`config.mk`:
```
export PLATFORM = sky130hd
export DESIGN_NAME = posit_noncomp_pipe
export DESIGN_NICKNAME = d
export VERILOG_FILES = /design/src/rtl/posit_noncomp_pipe.sv
export SDC_FILE = /design/constraint.sdc
export NUM_CORES = 1
export LEC_CHECK = 0
export BUFFER_PORTS_ARGS = -buffer_cell sky130_fd_sc_hd__buf_2
export CAP_MARGIN = 20
export CORE_UTILIZATION = 50
export CTS_BUF_LIST = sky130_fd_sc_hd__clkbuf_2 sky130_fd_sc_hd__clkbuf_4 sky130_fd_sc_hd__clkbuf_8
export DETAILED_ROUTE_END_ITERATION = 6
export PLACE_DENSITY = 0.85
export SYNTH_ARGS = -nofsm -noshare
export SYNTH_HDL_FRONTEND = slang
export SYNTH_SLANG_ARGS = --single-unit
```
`constraint.sdc`:
```
create_clock -name clk_i -period 2.05 [get_ports clk_i]
set_input_delay 0.3075 -clock clk_i [delete_from_list [all_inputs] [get_ports clk_i]]
set_output_delay 0.3075 -clock clk_i [all_outputs]
set_load 0.005 [all_outputs]
```
`src/rtl/posit_noncomp_pipe.sv`:
```
// Pipelined non-computational posit unit: sign injection, min/max, compare
// and classify on two posit operands of any width, with an elastic pipeline.
//
// Parameters:
//   WIDTH          posit word width (8..64)
//   NUM_PIPE_REGS  register stages between input and output (0..4)
//   TAG_WIDTH      width of the user tag carried with each operation
//
// Ports:
//   clk_i, rst_i          clock, asynchronous active-high reset
//   operands_i            {b, a}, each WIDTH bits
//   op_i                  0 SGNJ, 1 MINMAX, 2 CMP, 3 CLASSIFY
//   rnd_mode_i            sub-operation select
//   op_mod_i              inverts the CMP result
//   tag_i / tag_o         user tag in / out
//   in_valid_i/in_ready_o input handshake
//   flush_i               drops every in-flight operation
//   result_o              result word
//   class_mask_o          one-hot {pos, neg, zero, NaR} of operand a
//   is_class_o            result is on class_mask_o
//   out_valid_o/out_ready_i output handshake
//   busy_o                any stage holds a valid operation
//   op_count_o            output handshake counter (only with
//                         POSIT_NONCOMP_OPCNT_EN defined)
module posit_noncomp_pipe #(
    parameter int unsigned WIDTH         = 32,
    parameter int unsigned NUM_PIPE_REGS = 1,
    parameter int unsigned TAG_WIDTH     = 1
) (
    input  logic                   clk_i,
    input  logic                   rst_i,
    input  logic [2*WIDTH-1:0]     operands_i,
    input  logic [1:0]             op_i,
    input  logic [2:0]             rnd_mode_i,
    input  logic                   op_mod_i,
    input  logic [TAG_WIDTH-1:0]   tag_i,
    input  logic                   in_valid_i,
    output logic                   in_ready_o,
    input  logic                   flush_i,
    output logic [WIDTH-1:0]       result_o,
    output logic [3:0]             class_mask_o,
    output logic                   is_class_o,
    output logic [TAG_WIDTH-1:0]   tag_o,
    output logic                   out_valid_o,
    input  logic                   out_ready_i,
    output logic                   busy_o
`ifdef POSIT_NONCOMP_OPCNT_EN
    ,
    output logic [31:0]            op_count_o
`endif
);

    localparam logic [WIDTH-1:0] NAR = {1'b1, {(WIDTH-1){1'b0}}};

    typedef struct packed {
        logic [WIDTH-1:0]     res;
        logic [3:0]           mask;
        logic                 is_class;
        logic [TAG_WIDTH-1:0] tag;
    } stage_t;

    logic [WIDTH-1:0] op_a;
    logic [WIDTH-1:0] op_b;
    logic             a_nar;
    logic             b_nar;
    logic             lt;
    logic             eq;
    logic             flip;
    logic             cmp_bit;
    stage_t           comb_d;

    assign op_a  = operands_i[WIDTH-1:0];
    assign op_b  = operands_i[2*WIDTH-1:WIDTH];
    assign a_nar = (op_a == NAR);
    assign b_nar = (op_b == NAR);
    // Posit order equals two's-complement order; NaR is the most negative.
    assign lt    = $signed(op_a) < $signed(op_b);
    assign eq    = (op_a == op_b);

    always_comb begin
        comb_d          = '0;
        comb_d.tag      = tag_i;
        flip            = 1'b0;
        cmp_bit         = 1'b0;

        if (a_nar)
            comb_d.mask = 4'b0001;
        else if (op_a == '0)
            comb_d.mask = 4'b0010;
        else if (op_a[WIDTH-1])
            comb_d.mask = 4'b0100;
        else
            comb_d.mask = 4'b1000;

        unique case (op_i)
            2'd0: begin
                case (rnd_mode_i)
                    3'd0:    flip = op_a[WIDTH-1] ^ op_b[WIDTH-1];
                    3'd1:    flip = op_a[WIDTH-1] ^ ~op_b[WIDTH-1];
                    3'd2:    flip = op_b[WIDTH-1];
                    default: flip = 1'b0;
                endcase
                // Two's-complement negate maps NaR and zero onto themselves.
                if (rnd_mode_i <= 3'd3)
                    comb_d.res = flip ? -op_a : op_a;
            end
            2'd1: begin
                if (rnd_mode_i <= 3'd1) begin
                    if (a_nar && b_nar)
                        comb_d.res = NAR;
                    else if (a_nar)
                        comb_d.res = op_b;
                    else if (b_nar)
                        comb_d.res = op_a;
                    else if (rnd_mode_i == 3'd0)
                        comb_d.res = (lt || eq) ? op_a : op_b;
                    else
                        comb_d.res = lt ? op_b : op_a;
                end
            end
            2'd2: begin
                case (rnd_mode_i)
                    3'd0:    cmp_bit = lt | eq;
                    3'd1:    cmp_bit = lt;
                    3'd2:    cmp_bit = eq;
                    default: cmp_bit = 1'b0;
                endcase
                if (rnd_mode_i <= 3'd2)
                    comb_d.res = {{(WIDTH-1){1'b0}}, cmp_bit ^ op_mod_i};
            end
            2'd3: begin
                comb_d.is_class = 1'b1;
            end
        endcase
    end

    generate
        if (NUM_PIPE_REGS == 0) begin : g_comb
            assign out_valid_o  = in_valid_i;
            assign in_ready_o   = out_ready_i;
            assign busy_o       = in_valid_i;
            assign result_o     = comb_d.res;
            assign class_mask_o = comb_d.mask;
            assign is_class_o   = comb_d.is_class;
            assign tag_o        = comb_d.tag;
        end else begin : g_pipe
            localparam int unsigned N = NUM_PIPE_REGS;

            logic [N-1:0] valid_q;
            stage_t       data_q  [N];
            logic [N-1:0] valid_d;
            stage_t       data_d  [N];
            logic [N-1:0] acc;

            for (genvar k = 0; k < N; k++) begin : g_stg
                // A stage can take data when any stage from here to the
                // output is empty or the output is being drained; this
                // collapses bubbles without a combinational ready chain.
                assign acc[k] = out_ready_i | ~(&valid_q[N-1:k]);
                if (k == 0) begin : g_first
                    assign valid_d[k] = in_valid_i & in_ready_o;
                    assign data_d[k]  = comb_d;
                end else begin : g_next
                    assign valid_d[k] = valid_q[k-1];
                    assign data_d[k]  = data_q[k-1];
                end
            end

            assign in_ready_o = acc[0] & ~flush_i;

            always_ff @(posedge clk_i or posedge rst_i) begin
                if (rst_i) begin
                    for (int k = 0; k < N; k++) begin
                        valid_q[k] <= 1'b0;
                        data_q[k]  <= '0;
                    end
                end else begin
                    for (int k = 0; k < N; k++) begin
                        if (flush_i) begin
                            valid_q[k] <= 1'b0;
                        end else if (acc[k]) begin
                            valid_q[k] <= valid_d[k];
                            if (valid_d[k])
                                data_q[k] <= data_d[k];
                        end
                    end
                end
            end

            assign out_valid_o  = valid_q[N-1];
            assign busy_o       = |valid_q;
            assign result_o     = data_q[N-1].res;
            assign class_mask_o = data_q[N-1].mask;
            assign is_class_o   = data_q[N-1].is_class;
            assign tag_o        = data_q[N-1].tag;
        end
    endgenerate

`ifdef POSIT_NONCOMP_OPCNT_EN
    logic [31:0] cnt_q;
    logic [31:0] cnt_d;

    assign cnt_d = (out_valid_o && out_ready_i) ? cnt_q + 32'd1 : cnt_q;

    always_ff @(posedge clk_i or posedge rst_i) begin
        if (rst_i)
            cnt_q <= '0;
        else
            cnt_q <= cnt_d;
    end

    assign op_count_o = cnt_q;
`endif

endmodule

```
==> results of run 1 <==
-- final timing paths --
check,startpoint,end,slack [ns],cells after the start
min,rst_i,result_o[8],0.12,3
min reg2reg,class_mask_o[0],class_mask_o[0],0.51,2
min in group clk_i,flush_i,busy_o,0.14,2
max,operands_i[61],result_o[8],-0.99,14
max reg2reg,busy_o,result_o[8],-0.14,7
max in group asynchronous,rst_i,class_mask_o[0],1.53,3
-- where the power goes --
part	leakage, uW	internal, uW	switching (uW)
clock	0.0000491	267	363
combinational	0.00252	727	791
sequential	0.000521	839	58.9
total	0.00309	1830	1210
-- repair_timing --
item	in CTS	in global routing
gates resized for setup	67	95
endpoints found under the setup margin	35	36
buffers inserted	11	11
pin swaps	16	19
cloned	2	1
-- through the flow --
| stage | utilization (%) | setup TNS, ns | std cells | cell area, um2 |
|---|---|---|---|---|
| after floorplan | - | -18.28 | 449 | 3821 |
| after global placement | 74.26 | -29.76 | 761 | 5386 |
| after detailed placement | 74.26 | -32.21 | 761 | 5386 |
| after CTS | 81.66 | -14.51 | 782 | 5923 |
| after global routing | 88.99 | -30.24 | 792 | 6455 |
| final | 88.99 | -25.93 | 792 | 6455 |
-- layer usage --
| layer | up-vias | GRT usage [%] | wire [um] |
|---|---|---|---|
| met1 | 2648 | 49.91 | 6969 |
| li1 | 2168 | - | - |
| met2 | 709 | 74.13 | 9407 |
| met5 | - | 0 | 53 |
| met3 | 319 | 15.02 | 3469 |
| met4 | 2 | 30.50 | 2541 |
-- worst reg2reg max path: cells and delay by family, from the launching register on --
kind | cells | cell delay (ns)
buffers and inverters | 1 | 0.17
AND/OR/NAND/NOR | 4 | 0.78
flip-flops | 1 | 0.41
AO/OA/AOI/OAI | 2 | 0.70
-- cells by family (layout without fill, tap and decap cells) --
kind of cell	Yosys count	in the layout
adder cells (fa/ha/maj)	33	33
XOR/XNOR	27	27
AO/OA/AOI/OAI	137	137
multiplexers	28	28
AND/OR/NAND/NOR	121	121
buffers and inverters	64	308
flip-flops	39	39
-- cell usage in the layout (no fill, tap or decap), drive strengths merged, types with 5 or more instances in the layout --
cell type	n
o31a	6
nor4	11
mux2i	28
buf	257
o41ai	6
ha	33
nand4	11
a21oi	17
a221oi	5
xnor2	26
o21ai	42
nand3	5
dfrtp	39
or3	5
nor2	20
o31ai	10
nor3	8
clkbuf	8
nand2	39
a22oi	24
inv	42
or4	5
-- final cells by class --
cell class / instances / area (um2)
Tap cell: 99 / 123.9
Fill cell: 312 / 798.3
Sequential cell: 39 / 975.9
Inverter: 42 / 157.7
Clock buffer: 7 / 83.83
Timing Repair Buffer: 258 / 1966
Clock inverter: 1 / 5.005
Multi-Input combinational cell: 346 / 3143
-- state kept, by name, summed over array words and instances (netlist names) --
name / flops
busy_o: 1
class_mask_o: 4
is_class_o: 1
result_o: 32
tag_o: 1
==> impl_metrics.csv, run 1 <==
group,metric,value,unit
cts,cts_buffers,5,
logic_synthesis,synth-main-ff-cell,"dfrtp_1",
global_routing,grt_first_pass_wirelength,26.65,mm
die,die_x,88.65,um
timing,worstMarginPinSlew,0.6901,ns
logic_synthesis,synth_top_family_by_area,"compound AO/OA/AOI/OAI gates",
die,ios,117,
logic_synthesis,synth.most_common_cell,"inv_1",
setup_path,slowest_stage,"a211oi_4",
logic_synthesis,synth_xor_area_share,6.300,%
drt,drt_pass1_iterations,7,
setup_path,crit_fanout,6,
cts,cts_root_buf,"clkbuf_8",
logic_synthesis,synth_area,3754,um2
final_layout,drive_gt1_share,53.10,%
power_and_ir_drop,total_power,3045,uW
setup_path,cp-end-kind,"flop",
drt,route.detailed.drc,57,
run_status,violations,"DRC, setup timing",
logic_synthesis,synth_nets,558,
drt,avgRoutedWirePerCell,28.33,um
logic_synthesis,synth_compound_area_share,24.77,%
timing,fmax,328.8,MHz
setup_path,required,2.26,ns
setup_path,critPathLaunchType,"input port",
die,initial_core_util,51.75,%
drt,drtIter0Drc,1059,
timing,slew_viol_final,0,
setup_path,crit_type,"input port to flop",
logic_synthesis,synthSimpleGateAreaFrac,17.27,%
setup_path,path_delay_family,"compound AO/OA/AOI/OAI gates",
cts,clk_pin_slew_worst_paths,0.10,ns
timing,slew-limit-headroom,53.39,%
cts,clock_latency,0.35,ns
logic_synthesis,synth_edf_count,0,
logic_synthesis,synthTopCellsByCount,"inv_1 (42), dfrtp_1 (39), nand2_1 (38), ha_1 (33), o21ai_0 (32)",
logic_synthesis,synth.area.mux_share,7.467,%
drt,wirelength,22.44,mm
placement,gp_congestion,0.9828,
logic_synthesis,ys_ff_latch,39,
power_and_ir_drop,power_density,471.8,nW/um2
final_layout,finalNetCount,801,
job,max-cap-violations,0,
logic_synthesis,synth.yosys.warnings,0,
final_layout,n_antenna_cell,0,
timing,hold_viol_final,0,
cts,htree_levels,2,
placement,io_buffer_count,116,
die,rows,31,
run_status,status,"complete, but fails checks",
placement,pre_cts_ws,-1.024,ns
logic_synthesis,syn_inst,449,
timing,grt_setup_unrepaired,"true",
placement,dp_hpwl,10.32,mm
setup_path,crit_chain,"buf_2 > inv_2 > ha_4 > a21o_1 > a21o_1 > a221oi_2 > o21ai_2 > buf_4 > a211oi_4 > nor3_4 > buf_12 > buf_12 > mux2i_1 > o21ai_1",
cts,postCtsHoldBufs,0,
timing,hold-worst-slack,0.1237,ns
global_routing,grt_max_degree,40,
cts,cts_tree,"yes",
logic_synthesis,ys_top_cells_by_area,"dfrtp_1 (26%), ha_1 (11%), mux2i_1 (7.5%), xnor2_1 (6.1%), a22oi_1 (4.8%)",
timing,fin_crit_sh,148.3,%
cts,clock_path_buffers,2,
cts,cts.sinks,39,
global_routing,antenna_found_initial,1,
logic_synthesis,seq_area_frac_synth,26.00,%
logic_synthesis,avgSynthCellArea,8.360,um2
timing,setup_viol,36,
setup_path,critPathMaxStageDelay,0.39,ns
global_routing,grt.overflow.total,0,
final_layout,syn2layout_area_growth,71.97,%
logic_synthesis,synth_area_leader_cell,"dfrtp_1",
setup_path,cp_num_buf_inv,5,
drt,num_vias,5846,
logic_synthesis,synth_top_area_share,26.00,%
timing,finClkSkew,0.01237,ns
logic_synthesis,ys_types,59,
min_path,hold_class,"input port to asynchronous set/reset pin",
die,die-area,7858,um2
logic_synthesis,synth_adder_area_share,11.00,%
setup_path,arrival,3.25,ns
power_and_ir_drop,p_leak,0.003088,uW
timing,finalWorstSetupSlack,-0.9911,ns
drt,via_per_inst,7.381,
power_and_ir_drop,vdd_drop_max,0.2649,mV
global_routing,grt_pass1_vias,5272,
logic_synthesis,async_flop_share,100.0,%
global_routing,track_usage,45.24,%
die,fp.coreArea,7253,um2
die,die_y,88.65,um
drt,ant_nets,0,
timing,layout_min_cycle_time,3.041,ns
Power figures use the tool's default switching activity.
==> run 2: changes to the inputs <==
- CORE_UTILIZATION: 50 -> 54
- PLACE_DENSITY: 0.85 -> 0.91
==> impl_metrics.csv, run 2 <==
group,metric,value,unit
logic_synthesis,async_flop_share,100.0,%
logic_synthesis,synth_area,3754,um2
logic_synthesis,synth_nets,558,
placement,place_area,5355,um2
logic_synthesis,seq_area_frac_synth,26.00,%
cts,clock_path_buffers,2,
global_routing,grt.overflow.total,30,
placement,io_buffer_count,116,
logic_synthesis,avgSynthCellArea,8.360,um2
logic_synthesis,synthTopCellsByCount,"inv_1 (42), dfrtp_1 (39), nand2_1 (38), ha_1 (33), o21ai_0 (32)",
logic_synthesis,ys_ff_latch,39,
placement,gp_congestion,0.9870,
logic_synthesis,syn_inst,449,
placement,dp_hpwl,10.94,mm
cts,htree_levels,2,
die,rows,30,
run_status,status,"did not finish",
global_routing,grt_max_degree,40,
logic_synthesis,ys_types,59,
cts,cts_root_buf,"clkbuf_8",
logic_synthesis,synth.most_common_cell,"inv_1",
die,ios,117,
logic_synthesis,synth.yosys.warnings,0,
placement,dpl.cell_count,746,
logic_synthesis,synth_area_leader_cell,"dfrtp_1",
run_status,lastStage,"global routing (5_1_grt)",
cts,cts.sinks,39,
global_routing,track_usage,76.69,%
die,die_y,85.38,um
placement,pre_cts_ws,-1.129,ns
logic_synthesis,synth_edf_count,0,
run_status,stop_error,"[ERROR GRT-0232] Routing congestion too high. Check the congestion heatmap in the GUI.",
logic_synthesis,synth_top_area_share,26.00,%
cts,cts_buffers,5,
logic_synthesis,synth-main-ff-cell,"dfrtp_1",
die,initial_core_util,55.56,%
die,die_x,85.38,um
logic_synthesis,ys_top_cells_by_area,"dfrtp_1 (26%), ha_1 (11%), mux2i_1 (7.5%), xnor2_1 (6.1%), a22oi_1 (4.8%)",
[run 2: cell counts after synthesis]
No cell type changed its count.
[run 2: kinds of logic after synthesis]
group / share of synthesized area, %
adders and majority gates: 11.00
muxes: 7.467
buffers and inverters: 7.200
xor gates and xnor gates: 6.300
DFF: 26.00
AOI/OAI and AO/OA: 24.77
and+or+nand+nor: 17.27
[run 2: repair_timing]
item	CTS
endpoints found under the hold margin	0
endpoints found under the setup margin	34
resized for setup	85
hold buffers	0
cloned	1
buffers inserted	12
pin swaps	40
[run 2: routing by layer]
layer,GRT overflow,GRT usage (%)
met2,15,95.82
met5,0,8.392
met1,0,78.78
met4,15,80.30
met3,0,55.16
[run 2: through the flow]
stage	TNS, ns	util, %
4_1_cts	-17.21	88.59
3_5_place_dp	-33.89	79.26
3_3_place_gp	-31.11	79.26
2_1_floorplan	-18.28	-
==> run 3: changes to the inputs <==
- CORE_UTILIZATION: 54 -> 40
- CTS_BUF_LIST: sky130_fd_sc_hd__clkbuf_2 sky130_fd_sc_hd__clkbuf_4 sky130_fd_sc_hd__clkbuf_8 -> not set
- PLACE_DENSITY: 0.91 -> not set
- PLACE_DENSITY_LB_ADDON: not set -> 0.15
==> impl_metrics.csv, run 3 (synthesis gave the netlist of run 1 again) <==
group,metric,value,unit
run_status,status,"complete, but fails checks",
run_status,violations,"setup timing",
setup_path,critPathLaunchType,"input port",
placement,dp_hpwl,10.14,mm
final_layout,final-instance-count-excl-fill,795,
timing,setup_viol,36,
setup_path,crit_type,"input port to flop",
placement,gp_congestion,0.8890,
cts,cts_root_buf,"clkbuf_8",
setup_path,reg2reg_depth,8,
global_routing,track_usage,29.63,%
power_and_ir_drop,clockPowerShare,27.3,%
final_layout,largest_reg_flops,32,
global_routing,grt.overflow.total,0,
placement,pre_cts_ws,-0.9402,ns
cts,cts_tree,"yes",
timing,fmax,377.4,MHz
global_routing,grt_max_degree,40,
power_and_ir_drop,pwr-share-comb,43.0,%
power_and_ir_drop,sw_frac_of_total,32.99,%
final_layout,final-seq-area,975.9,um2
job,max-cap-violations,0,
die,die_x,98.87,um
timing,layout_min_cycle_time,2.650,ns
die,die_y,98.87,um
setup_path,timing.rr.start,"busy_o",
min_path,hold_class,"input port to asynchronous set/reset pin",
setup_path,crit_fanout,7,
cts,clock_path_buffers,2,
drt,route.detailed.drc,0,
timing,finalWorstSetupSlack,-0.6000,ns
final_layout,final_cell_mix,"buf_4 (116), buf_2 (113), inv_1 (42), dfrtp_1 (39), nand2_1 (36)",
drt,avgRoutedWirePerCell,18.16,um
final_layout,multiInputGateArea,2868,um2
timing,slew-limit-headroom,62.78,%
power_and_ir_drop,power_density,485.6,nW/um2
setup_path,crit_chain,"buf_8 > or4_4 > or4b_4 > or4_4 > nor2_4 > nor3_4 > buf_6 > buf_12 > a221oi_2 > o31ai_1",
timing,worstMarginPinSlew,0.5510,ns
die,die-area,9775,um2
power_and_ir_drop,p_seq_share,29.7,%
global_routing,grt_first_pass_wirelength,22.56,mm
final_layout,n_antenna_cell,0,
drt,drt_pass1_iterations,5,
setup_path,cp-end-kind,"flop",
global_routing,antenna_found_initial,0,
die,ios,117,
cts,cts.sinks,39,
power_and_ir_drop,vdd_drop_max,0.3095,mV
setup_path,worstReg2RegEnd,"result_o[5]",
drt,wirelength,14.44,mm
cts,htree_levels,2,
final_layout,fillers,700,
setup_path,arrival,2.84,ns
die,rows,34,
timing,grt_setup_unrepaired,"true",
timing,finClkSkew,0.008988,ns
cts,cts_buffers,5,
cts,postCtsHoldBufs,0,
placement,dpl.cell_count,773,
final_layout,final_common_cell,"buf_4",
setup_path,cp_num_buf_inv,3,
die,fp.coreArea,8891,um2
setup_path,regToRegSetupSlack,0.23,ns
power_and_ir_drop,p_leak,0.003059,uW
final_layout,syn2layout_area_growth,62.97,%
final_layout,drive_gt1_share,47.02,%
timing,hold_viol_final,0,
drt,ant_nets,0,
power_and_ir_drop,p_int,1990,uW
setup_path,crit_path_frequent_cell,"or4_4",
drt,drtIter0Drc,223,
global_routing,grt_pass1_vias,4607,
final_layout,finalNetCount,795,
setup_path,critPathMaxStageDelay,0.53,ns
placement,place_area,5383,um2
cts,clk_pin_slew_worst_paths,0.10,ns
placement,io_buffer_count,116,
final_layout,final_area,6117,um2
timing,fin_crit_sh,129.3,%
setup_path,path_delay_family,"simple AND/OR/NAND/NOR gates",
setup_path,slowest_stage,"or4_4",
cts,clock_latency,0.31,ns
die,initial_core_util,42.22,%
setup_path,required,2.24,ns
drt,num_vias,4618,
timing,slew_viol_final,0,
power_and_ir_drop,power.switching,980.0,uW
drt,via_per_inst,5.809,
-- run 3: layout make-up --
cell class / count / share of cell area, %
clock buffer: 6 / 1.186
clock inverter: 2 / 0.9818
inverter: 42 / 2.577
multi-input combinational: 346 / 46.88
sequential: 39 / 15.95
tap: 108 / 2.209
timing repair buffer: 252 / 30.21
-- run 3: power by group through the flow --
stage	registers (uW)	clock network (uW)	logic [uW]
5_1_grt	889	843	1380
2_1_floorplan	896	0	529
6_report	881	812	1280
4_1_cts	881	809	1170
3_3_place_gp	894	0	1000
3_5_place_dp	896	0	1030
-- run 3: timing repair --
| action | CTS | global route |
|---|---|---|
| gates cloned | 6 | 0 |
| resized for setup | 53 | 43 |
| setup endpoints to repair | 35 | 36 |
| pin swaps | 25 | 15 |
| buffers inserted | 8 | 0 |
-- run 3: worst reg2reg max path, stage by stage (launching register included) --
cell     delay, ns
dfrtp_1       0.39
nor2b_1       0.14
nor2_1        0.17
nand2_1       0.14
a21oi_1       0.28
nand2_4       0.12
buf_12        0.16
o31a_1        0.27
o31ai_1       0.06
-- run 3: through the flow --
stage	utilization, %	TNS (ns)	hold WS, ns	total power, uW
after floorplan	-	-18.28	0.3739	1425
after global placement	60.54	-26.83	0.4561	1898
after detailed placement	60.54	-28.72	0.4652	1924
after CTS	66.30	-16.41	0.1492	2860
after global routing	68.80	-18.97	0.1681	3112
final	68.80	-17.81	0.1205	2970
-- run 3: worst max path at each step --
stage / from / endpoint / slack (ns) / cells past startpoint
3_3_place_gp: operands_i[15] / result_o[5] / -0.87 / 13
2_1_floorplan: operands_i[20] / result_o[18] / -0.59 / 9
3_5_place_dp: operands_i[47] / result_o[5] / -0.94 / 14
4_1_cts: operands_i[17] / result_o[27] / -0.56 / 10
6_report: operands_i[17] / result_o[5] / -0.60 / 10
5_1_grt: operands_i[39] / result_o[1] / -0.65 / 13
-- run 3: layer usage --
metal  wire length (um)  vias up  track usage [%]
met5                  0        -                0
met4                572        0            14.24
met3                894       48            4.894
met2               7121      196            51.69
met1               5853     2214            35.39
li1                   -     2160                -
==> run 4: changes to the inputs <==
--- a/config.mk
+++ b/config.mk
@@ -7,2 +7,3 @@
 export LEC_CHECK = 0
+export ABC_AREA = 1
 export BUFFER_PORTS_ARGS = -buffer_cell sky130_fd_sc_hd__buf_2
@@ -12,2 +13,3 @@
 export PLACE_DENSITY_LB_ADDON = 0.15
+export REMOVE_ABC_BUFFERS = 1
 export SYNTH_ARGS = -nofsm -noshare
==> constraint.sdc (replaced) <==
create_clock -name clk_i -period 2.05 [get_ports clk_i]
set_input_delay 0.1025 -clock clk_i [delete_from_list [all_inputs] [get_ports clk_i]]
set_output_delay 0.1025 -clock clk_i [all_outputs]
set_load 0.005 [all_outputs]
==> impl_metrics.csv, run 4 <==
group,metric,value,unit
run_status,status,"complete, but fails checks",
run_status,violations,"DRC",
setup_path,critPathMaxStageDelay,0.31,ns
logic_synthesis,synth-main-ff-cell,"dfrtp_1",
setup_path,crit_type,"input port to flop",
final_layout,final_common_cell,"nand2_1",
final_layout,multiInputGateArea,3806,um2
setup_path,cp_num_buf_inv,4,
final_layout,drive_gt1_share,41.26,%
cts,clock_path_buffers,2,
final_layout,final_area,7576,um2
drt,drt_pass1_iterations,7,
final_layout,n_antenna_cell,0,
drt,drtIter0Drc,456,
cts,clk_pin_slew_worst_paths,0.06,ns
logic_synthesis,ys_ff_latch,39,
global_routing,grt_max_degree,31,
setup_path,required,2.23,ns
timing,slew_viol_final,0,
die,initial_core_util,41.68,%
drt,ant_nets,0,
timing,slew-limit-headroom,58.74,%
timing,fin_crit_sh,98.83,%
logic_synthesis,syn_inst,797,
logic_synthesis,ys_types,40,
logic_synthesis,synth_area,4841,um2
cts,cts_tree,"yes",
power_and_ir_drop,vdd_drop_max,0.2770,mV
power_and_ir_drop,power_density,425.1,nW/um2
setup_path,cp-end-kind,"flop",
placement,place_area,6721,um2
cts,cts_buffers,5,
final_layout,largest_reg_flops,32,
power_and_ir_drop,p_leak,0.004059,uW
final_layout,finalNetCount,1172,
placement,io_buffer_count,116,
setup_path,critPathLaunchType,"input port",
die,rows,39,
global_routing,grt.overflow.total,0,
timing,finClkSkew,0.002855,ns
global_routing,track_usage,27.77,%
logic_synthesis,synth_edf_count,0,
cts,clock_latency,0.29,ns
logic_synthesis,async_flop_share,100.0,%
setup_path,crit_path_frequent_cell,"nand2_1",
placement,gp_congestion,0.9013,
final_layout,fillers,1072,
setup_path,crit_chain,"buf_8 > buf_6 > nor2_4 > nand3_4 > nor2_4 > nand2_2 > inv_2 > nand2_4 > nor3_4 > nand2_2 > nor2_4 > nand2_4 > o21ai_4 > buf_6 > a21oi_1 > nand2_1 > nand2_1 > nand2_1 > nand2_1",
logic_synthesis,ys_top_cells_by_area,"dfrtp_1 (20%), nand2_1 (15%), ha_1 (8.5%), inv_1 (8.0%), nand3_1 (7.7%)",
final_layout,syn2layout_area_growth,56.50,%
timing,hold_viol_final,0,
die,die_y,112.0,um
timing,hold-worst-slack,0.01299,ns
cts,cts.sinks,39,
logic_synthesis,synthTopCellsByCount,"nand2_1 (196), inv_1 (103), nor2_1 (89), nand3_1 (74), a21oi_1 (63)",
logic_synthesis,synth.most_common_cell,"nand2_1",
global_routing,grt_pass1_vias,5823,
cts,htree_levels,2,
drt,num_vias,6229,
placement,dp_hpwl,13.31,mm
setup_path,slowest_stage,"o21ai_4",
setup_path,path_delay_family,"simple AND/OR/NAND/NOR gates",
timing,setup_viol,0,
die,fp.coreArea,11610,um2
die,ios,117,
final_layout,final_cell_mix,"nand2_1 (181), buf_4 (153), buf_2 (112), inv_1 (86), nor2_1 (79)",
logic_synthesis,synth_area_leader_cell,"dfrtp_1",
die,die-area,12550,um2
drt,via_per_inst,5.161,
die,die_x,112.0,um
global_routing,antenna_found_initial,0,
drt,route.detailed.drc,6,
logic_synthesis,avgSynthCellArea,6.074,um2
logic_synthesis,synth.yosys.warnings,0,
min_path,hold_class,"input port to flop",
drt,avgRoutedWirePerCell,14.89,um
timing,fmax,493.6,MHz
global_routing,grt_first_pass_wirelength,27.89,mm
final_layout,final-seq-area,975.9,um2
timing,worstMarginPinSlew,0.6151,ns
cts,cts_root_buf,"clkbuf_16",
timing,layout_min_cycle_time,2.026,ns
logic_synthesis,synth_top_area_share,20.16,%
job,max-cap-violations,0,
logic_synthesis,seq_area_frac_synth,20.16,%
drt,wirelength,17.97,mm
setup_path,crit_fanout,8,
setup_path,arrival,2.21,ns
timing,grt_setup_unrepaired,"true",
## run 4: cell types whose count changed in the layout (fill, tap and decap cells not counted), moves of 20 or more
| cell | previous run | this run |
|---|---|---|
| nand2_1 | 36 | 181 |
| nand3_1 | 5 | 69 |
| nor2_1 | 18 | 79 |
| inv_1 | 42 | 86 |
| buf_4 | 116 | 153 |
| a21oi_1 | 16 | 46 |
| xnor2_1 | 26 | 0 |
| a22oi_1 | 23 | 0 |
| inv_2 | 0 | 20 |
| o21ai_0 | 14 | 34 |
## run 4: worst paths after layout
| kind | depth (start not counted) | slack (ns) | startpoint | end |
|---|---|---|---|---|
| min in group asynchronous | 3 | 0.36 | rst_i | tag_o |
| worst min register to register | 2 | 0.47 | result_o[13] | result_o[13] |
| worst max-delay path | 19 | 0.02 | operands_i[5] | result_o[14] |
| worst max register to register | 6 | 0.43 | busy_o | result_o[5] |
| max in group asynchronous | 4 | 1.11 | rst_i | class_mask_o[1] |
| worst min-delay path | 3 | 0.01 | tag_i | tag_o |
## run 4: kinds of logic (layout without fill, tap and decap cells)
kind of cell               count (synthesis)  in the layout  share of synthesized area (%)
AOI/OAI and AO/OA                        137            137                          16.05
xor gates and xnor gates                   2              2                         0.3619
adders and majority gates                 33             33                          8.529
buffers and inverters                    143            409                          12.46
DFF                                       39             39                          20.16
and+or+nand+nor                          443            444                          42.44
## run 4: repair_timing
item / in CTS / in global routing
setup buffers: 0 / 8
gates cloned: 0 / 1
pin swaps: 0 / 56
hold buffers: 2 / 0
resized for setup: 5 / 132
hold endpoints to repair: 13 / 0
endpoints found under the setup margin: 19 / 32
## run 4: final cells by class
| cell class | instances | area share [%] |
|---|---|---|
| inverter | 114 | 5.945 |
| multi-input combinational | 616 | 50.24 |
| timing repair buffer | 287 | 26.66 |
| tap | 143 | 2.362 |
| clock inverter | 3 | 0.2642 |
| clock buffer | 5 | 1.652 |
| sequential | 39 | 12.88 |
## run 4: stage by stage
stage	instances	utilization, %	setup slack (ns)	power [uW]	TNS [ns]
2_1_floorplan	768	-	-0.1939	1576	-3.003
3_5_place_dp	1188	57.88	-0.3558	2228	-10.10
5_1_grt	1207	65.23	-0.09393	3442	-1.217
3_3_place_gp	1188	57.88	-0.3305	2220	-8.843
4_1_cts	1198	59.46	0.009054	3058	0
6_report	1207	65.23	0.02390	3220	0
## run 4: worst register-to-register path, stage by stage (launching register included)
cell and delay (ns):
dfrtp_1 0.40, a21oi_1 0.18, nand2_1 0.09, inv_1 0.33
buf_4 0.27, or2_2 0.13, a21boi_1 0.14
## run 4: layer usage
metal / global-route usage [%] / up-vias / share of wire [%]
met5: 0 / - / 0
met4: 7.556 / 0 / 1.8
li1: - / 3141 / -
met3: 2.970 / 25 / 5.3
met1: 37.78 / 2866 / 45
met2: 46.79 / 197 / 47
## run 4: power by group
group          internal (uW)  total, uW  leakage [uW]  switching [uW]
Combinational            696       1500       0.00350             807
Sequential               869        917      0.000489            47.7
Clock                    449        801     0.0000658             352
